===== config.mk =====
export PLATFORM = sky130hd
export DESIGN_NAME = cosine_controller
export DESIGN_NICKNAME = d
export VERILOG_FILES = /design/src/rtl/cosine_controller.sv
export SDC_FILE = /design/constraint.sdc
export NUM_CORES = 1
export LEC_CHECK = 0
export ABC_AREA = 1
export CORE_MARGIN = 5
export CORE_UTILIZATION = 47
export DETAILED_ROUTE_END_ITERATION = 16
export HOLD_SLACK_MARGIN = 0.02
export PLACE_DENSITY = 0.75
export SYNTH_ARGS = -nofsm -noshare
export SYNTH_HDL_FRONTEND = slang
export SYNTH_SLANG_ARGS = --single-unit

===== constraint.sdc =====
create_clock -name clk -period 1.4 [get_ports clk]
set_clock_uncertainty 0.05 [all_clocks]
set_input_delay 0.28 -clock clk [delete_from_list [all_inputs] [get_ports clk]]
set_output_delay 0.28 -clock clk [all_outputs]
set_load 0.1 [all_outputs]

===== src/rtl/cosine_controller.sv =====
// -----------------------------------------------------------------------------
// cosine_controller
//
// Control FSM sitting directly upstream of the cosine/distance datapath.
// Drives the datapath's encoded state bus, sequences the series evaluation
// from the datapath's stop/done flags, debounces the object-detect sensor,
// guards the series loop with a watchdog, and hands the finished distance
// to the consumer through a valid/ack handshake.
//
// State encoding (also the value driven on `state`):
//   0 StandBy, 1 Alert, 2 StartCalc, 3 Accumulate, 4 CalcDist,
//   5 Report, 7 Fault. Code 6 is unused and recovers to StandBy.
//
// Parameters:
//   ALERT_CYCLES  consecutive detect-high Alert cycles before a calculation
//                 starts (1..255)
//   TIMEOUT       maximum Accumulate cycles without stop before faulting
//                 (1..255)
//
// Ports:
//   clk           system clock, rising edge
//   rst           synchronous active-high reset
//   detect        object-present sensor flag
//   stop          datapath flag: series term count reached
//   done          datapath flag: distance register loaded
//   ack           consumer has taken the result or the fault
//   state[2:0]    encoded state to the datapath (straight from the register)
//   busy          high in StartCalc, Accumulate, CalcDist and Report
//   result_valid  distance on the datapath output is valid
//   fault         watchdog expired
//
// Optional build macro: COSINE_CTRL_RETRIGGER_EN
//   When defined, an ack accepted in Report while detect is high moves
//   straight to Alert instead of StandBy, saving a cycle on back-to-back
//   targets. Fault always returns to StandBy.
// -----------------------------------------------------------------------------
module cosine_controller #(
  parameter int ALERT_CYCLES = 4,
  parameter int TIMEOUT      = 16
) (
  input  logic       clk,
  input  logic       rst,
  input  logic       detect,
  input  logic       stop,
  input  logic       done,
  input  logic       ack,
  output logic [2:0] state,
  output logic       busy,
  output logic       result_valid,
  output logic       fault
);

  typedef enum logic [2:0] {
    ST_STANDBY = 3'd0,
    ST_ALERT   = 3'd1,
    ST_START   = 3'd2,
    ST_ACCUM   = 3'd3,
    ST_CALC    = 3'd4,
    ST_REPORT  = 3'd5,
    ST_UNUSED  = 3'd6,
    ST_FAULT   = 3'd7
  } state_e;

  // Terminal counts for the shared counter; it starts at 0 on entry, so the
  // last allowed cycle sees count == N-1.
  localparam logic [7:0] ALERT_LAST   = 8'(ALERT_CYCLES - 1);
  localparam logic [7:0] TIMEOUT_LAST = 8'(TIMEOUT - 1);

  state_e     state_q, state_d;
  logic [7:0] cnt_q, cnt_d;
  logic       cnt_inc;
  logic       busy_q, busy_d;
  logic       fault_q, fault_d;
  logic       accept;

  // result_valid qualifies the registered Report state with the live done
  // flag, so the consumer sees valid in the same cycle the distance lands.
  assign result_valid = (state_q == ST_REPORT) && done;
  assign accept       = result_valid && ack;

  // ---------------------------------------------------------------------------
  // Next-state, shared counter and output decode
  // ---------------------------------------------------------------------------
  always_comb begin
    state_d = state_q;
    cnt_inc = 1'b0;

    case (state_q)
      ST_STANDBY: begin
        if (detect) state_d = ST_ALERT;
      end

      ST_ALERT: begin
        if (!detect)                 state_d = ST_STANDBY;
        else if (cnt_q == ALERT_LAST) state_d = ST_START;
        else                         cnt_inc = 1'b1;
      end

      ST_START: begin
        state_d = ST_ACCUM;
      end

      // stop is tested first so it wins over a simultaneous timeout.
      ST_ACCUM: begin
        if (stop)                       state_d = ST_CALC;
        else if (cnt_q == TIMEOUT_LAST) state_d = ST_FAULT;
        else                            cnt_inc = 1'b1;
      end

      ST_CALC: begin
        state_d = ST_REPORT;
      end

      // ack is only honoured while the result is actually valid.
      ST_REPORT: begin
        if (accept) begin
`ifdef COSINE_CTRL_RETRIGGER_EN
          state_d = detect ? ST_ALERT : ST_STANDBY;
`else
          state_d = ST_STANDBY;
`endif
        end
      end

      ST_FAULT: begin
        if (ack) state_d = ST_STANDBY;
      end

      default: begin
        state_d = ST_STANDBY;
      end
    endcase

    // One counter serves both the Alert debounce and the Accumulate
    // watchdog; any state change restarts it from zero.
    if (state_d != state_q) cnt_d = 8'd0;
    else if (cnt_inc)       cnt_d = cnt_q + 8'd1;
    else                    cnt_d = cnt_q;

    // Flag outputs are decoded from the next state so the registered copies
    // line up with the state register.
    busy_d  = (state_d == ST_START) || (state_d == ST_ACCUM) ||
              (state_d == ST_CALC)  || (state_d == ST_REPORT);
    fault_d = (state_d == ST_FAULT);
  end

  // ---------------------------------------------------------------------------
  // State and output registers
  // ---------------------------------------------------------------------------
  always_ff @(posedge clk) begin
    if (rst) begin
      state_q <= ST_STANDBY;
      cnt_q   <= 8'd0;
      busy_q  <= 1'b0;
      fault_q <= 1'b0;
    end else begin
      state_q <= state_d;
      cnt_q   <= cnt_d;
      busy_q  <= busy_d;
      fault_q <= fault_d;
    end
  end

  assign state = state_q;
  assign busy  = busy_q;
  assign fault = fault_q;

endmodule


==> Word level (Yosys, flattened, before mapping) <==
Cells that the tools add are included.
{ "totals": {"regBits": 13, "in_bits": 6, "out_inout_bits": 6, "elab_cells": 39} }
{ "op_classes": {"addsub": 1, "n_eq_ne": 14, "mux": 13, "reduce_logical": 7} }
{ "ops": {"columns": ["operator", "n"], "rows": [
  ["2-to-1 mux 3 bit", 7],
  ["one-hot mux 3 bit (7 select lines)", 1],
  ["== test 3 bit, second input constant", 6],
  ["== test 3 x 2 -> 1 bit, second input constant", 4],
  ["adder 8 x 1 -> 8 bit, second input constant", 1],
  ["== test 8 x 2 -> 1 bit, second input constant", 1],
  ["== test 8 x 4 -> 1 bit, second input constant", 1],
  ["2-to-1 mux 1 bit", 4],
  ["== test 3 x 1 -> 1 bit, second input constant", 1],
  ["zero test 3 bit", 1],
  ["logical OR 1 bit", 3],
  ["inequality test 3 bit", 1],
  ["logical AND 1 bit", 2],
  ["one-hot mux 1 bit (2 select lines)", 1],
  ["OR reduction 2 bit", 1]
]} }

==> Logic depth before layout (Yosys ltp) <==
{ "logic_depth": {"word_depth": 9, "depth_mapped": 11, "mapped_depth_nobuf": 11} }

==> Least setup slack after synthesis <==
No wires, ideal clock.
{ "synth_path": {"path_type": "flip-flop to output port", "start": "reg state_q[0], in the netlist state[0]", "end": "out result_valid", "arrival_ns": 2.537, "required_ns": 1.070, "slack_ns": -1.467, "stages_incl_launch_ff": 3, "path_buffers": 0, "path_cell_list": "dfxtp_1 > nand3_1 > nor2_1"} }
{ "synth_via": {"elab_chain_cells": 2} }
{ "synth_lines": {"columns": ["item", "line_no", "text"], "rows": [
  ["start: declaration", "69", "state_e state_q, state_d;"],
  ["start signal: assignment", "157", "state_q <= state_d;"],
  ["== test 3 bit", "78", "assign result_valid = (state_q == ST_REPORT) && done;"],
  ["logical AND 1 bit", "78", null],
  ["end: declaration", "49", "output logic result_valid,"]
]} }
No other way between the ends.

==> Worst setup path after layout <==
{ "layout_path": {"start": "reg state_q[1], in the netlist state[1]", "end": "reg cnt_q[1]"} }
{ "layout_via": {"elab_chain_cells": 7, "elab_cells_between_ends": 20, "cone_classes": "eq/ne (7); mux (9); reduce/logical (4)"} }
{ "layout_lines": {"columns": ["item", "line_no", "text"], "rows": [
  ["== test 3 bit", "78, 88", null],
  ["logical AND 1 bit", "78", null],
  ["logical AND 1 bit", "79", "assign accept = result_valid && ack;"],
  ["2-to-1 mux 3 bit", "116", "if (accept) begin"],
  ["one-hot mux 3 bit (7 select lines)", "88", "case (state_q)"],
  ["inequality test 3 bit", "136", "if (state_d != state_q) cnt_d = 8'd0;"],
  ["OR reduction 2 bit (no line)", null, null],
  ["end signal: assignment", "158", "cnt_q <= cnt_d;"],
  ["end: declaration", "70", "logic [7:0] cnt_q, cnt_d;"]
]} }
Parallel ways exist; a longest one is shown, timed or not.
A chain may end at the register's enable or synchronous reset.

==> flow_metrics.env <==
export IMPL_layout_setup_ws_ns=-0.186
export IMPL_crit_path_top_delay_cell="dfxtp_4"
export IMPL_gp_congestion=0.859
export IMPL_p_leak_nw=0.558
export IMPL_path_max_fanout=6
export IMPL_die_y_um=52.0
export IMPL_max_cap_violations=0
export IMPL_hold_class="reg -> reg"
export IMPL_grt_start_max_net_pins=9
export IMPL_hold_slack_ns=0.572
export IMPL_max_freq_mhz=631
export IMPL_clock_sinks=13
export IMPL_yosysMostFrequentCell="nand2_1"
export IMPL_vias=984
export IMPL_crit_required_ns=1.56
export IMPL_top_usage_layer="met2"
export IMPL_drt_wl_total_um=2730
export IMPL_yosysWarnings=0
export IMPL_synth_ff_type="dfxtp_1"
export IMPL_path_class="reg -> reg"
export IMPL_irDropWorstVdd_uv=757
export IMPL_clock_root_buffer="clkbuf_4"
export IMPL_final_cells=187
export IMPL_synth_edf_count=0
export IMPL_initial_core_util=0.486
export IMPL_vias_per_cell=5.26
export IMPL_start_kind="register"
export IMPL_tns_ns=-1.43
export IMPL_dp_hpwl_um=1530
export IMPL_cp_arrival_ns=1.75
export IMPL_timing_final_crit_share=1.13
export IMPL_insertion_delay_ns=0.28
export IMPL_slew_headroom=0.828
export IMPL_ys_ff_latch=13
export IMPL_fill_cells=104
export IMPL_antenna_diode_count=0
export IMPL_gr_usage_met2=0.349
export IMPL_fp_coreArea_sq_um=1710
export IMPL_drc=0
export IMPL_grtUsageMet1=0.218
export IMPL_synth_cells=124
export IMPL_synth_nets=131
export IMPL_design_area_sq_um=1390
export IMPL_dieWidth_um=52.0
export IMPL_dpl_instance_area_sq_um=1170
export IMPL_grtUsageMet3=0.0372
export IMPL_dp_cells=174
export IMPL_hold_viol=0
export IMPL_power_mw=0.732
export IMPL_syn_area_per_cell_sq_um=6.70
export IMPL_tritoncts="yes"
export IMPL_dr_pass1_iters=4
export IMPL_synth_common_cells="nand2_1 (29), nor2_1 (21), inv_1 (18)"
export IMPL_swShare=0.279
export IMPL_yosysSeqAreaShare=0.313
export IMPL_cts_buffers=3
export IMPL_rows=15
export IMPL_ios=12
export IMPL_final_nets=170
export IMPL_io_buffers=11
export IMPL_overflow=0
export IMPL_violations="setup timing"
export IMPL_intPower_mw=0.528
export IMPL_setup_viol=10
export IMPL_crit_chain="inv_4 -> nand4_1 -> nor2_4 -> buf_12 -> nor2_8 -> inv_4 -> nand2_1 -> nand2_1 -> inv_1 -> nor2_1"
export IMPL_antenna_found_initial=0
export IMPL_ant_nets=0
export IMPL_clk_pin_slew_ns=0.08
export IMPL_wl_per_cell_um=14.6
export IMPL_worstMarginPinSlew_ns=0.257
export IMPL_netlist_top_cells_area="dfxtp_1 (31%), nand2_1 (13%), nor2_1 (9.5%)"
export IMPL_grt_pass1_vias=930
export IMPL_combinationalPowerShare=0.168
export IMPL_regToRegSetupSlack_ns=-0.19
export IMPL_pwr_share_seq=0.511
export IMPL_run_status="finished with violations"
export IMPL_synth_top_area_share=0.313
export IMPL_die_area_sq_um=2710
export IMPL_area_growth_pct=67.5
export IMPL_rsz0062_at_grt="yes"
export IMPL_drive_above_1_share=0.500
export IMPL_clkPwrFrac=0.321
export IMPL_synth_distinct_cells=23
export IMPL_slowest_delay_ns=0.39
export IMPL_crit_path_end_kind="register"
export IMPL_async_flop_share=0
export IMPL_report_final_slew_viol_count=0
export IMPL_cts_buffer_depth=2
export IMPL_post_route_min_period_ns=1.59
export IMPL_htree_num_levels=1
export IMPL_grt_pass1_wl_um=3920
export IMPL_syn_cell_area_sq_um=831
export IMPL_drtIter0Drc=24
export IMPL_p_sw_mw=0.204
export IMPL_p_per_area_nw_per_um2=526
export IMPL_grtUsageTotal=0.197
export IMPL_yosys_area_top_type="dfxtp_1"
[cells by family (layout without fill, tap and decap cells)]
group,count (synthesis),in the layout,share of synthesized area
AOI/OAI and AO/OA,10,10,0.0632
DFF,13,13,0.313
and+or+nand+nor,74,75,0.458
adders and majority gates,1,1,0.0151
buffers and inverters,21,58,0.0979
xor gates and xnor gates,5,5,0.0527
[worst paths after layout]
path	start	endpoint	cells after the start
worst max-delay path	state[1]	cnt_q[1]	10
worst min-delay path	cnt_q[2]	cnt_q[2]	4
worst max register to register	state[1]	cnt_q[1]	10
worst min register to register	cnt_q[2]	cnt_q[2]	4
[repair_timing]
item                                    in CTS  in global routing
buffers inserted                             3                  5
pin swaps                                   13                 12
resized for setup                           18                 19
hold buffers                                 0                  0
endpoints found under the setup margin      12                 12
gates cloned                                 1                  0
[worst max-delay path: cells and delay by family, from the launching register on]
kind	cells	cell delay (ns)
buf+inv	4	0.37
flops	1	0.39
simple gates	6	0.71
[power groups by stage]
stage | combinational [mW] | sequential [mW] | clock [mW]
floorplan | 0.0428 | 0.399 | 0
global placement | 0.0940 | 0.385 | 0
detailed placement | 0.0959 | 0.385 | 0
CTS | 0.104 | 0.377 | 0.242
global route | 0.130 | 0.375 | 0.263
finish | 0.123 | 0.374 | 0.235
[cell usage in the layout (no fill, tap or decap), types with 3 or more instances in the layout]
cell,n
nor2_2,12
buf_4,20
clkdlybuf4s50_1,3
buf_12,7
dfxtp_4,4
nor2_1,11
dfxtp_1,5
xor2_1,3
o21ai_0,3
inv_1,15
nand3_1,3
nand2_2,4
dfxtp_2,4
nand2_1,25
clkbuf_4,3
o21ai_2,3
nand4_1,3
nor2_4,8
inv_4,3
[routing by layer]
metal  vias up  share of wire
li1        461              -
met1       457           0.39
met2        49           0.52
met3        17          0.047
met4         0          0.046
met5         -              0
[sequential cells by signal (all words and copies together) (netlist names)]
name   flops
busy       1
cnt_q      8
fault      1
state      3
[layout make-up]
type	instances	area, sq um	share of cell area
clock buffer	4	26.3	0.0189
tap	25	31.3	0.0225
multi-input combinational	91	618	0.444
timing repair buffer	33	349	0.251
inverter	21	86.3	0.0621
sequential	13	280	0.201
[per-stage QoR]
step	worst slack (ns)	util
CTS	-0.0507	0.752
finish	-0.186	0.815
global placement	-0.263	0.686
detailed placement	-0.322	0.686
global route	-0.255	0.815
floorplan	-0.117	-
Power figures use the tool's default switching activity.
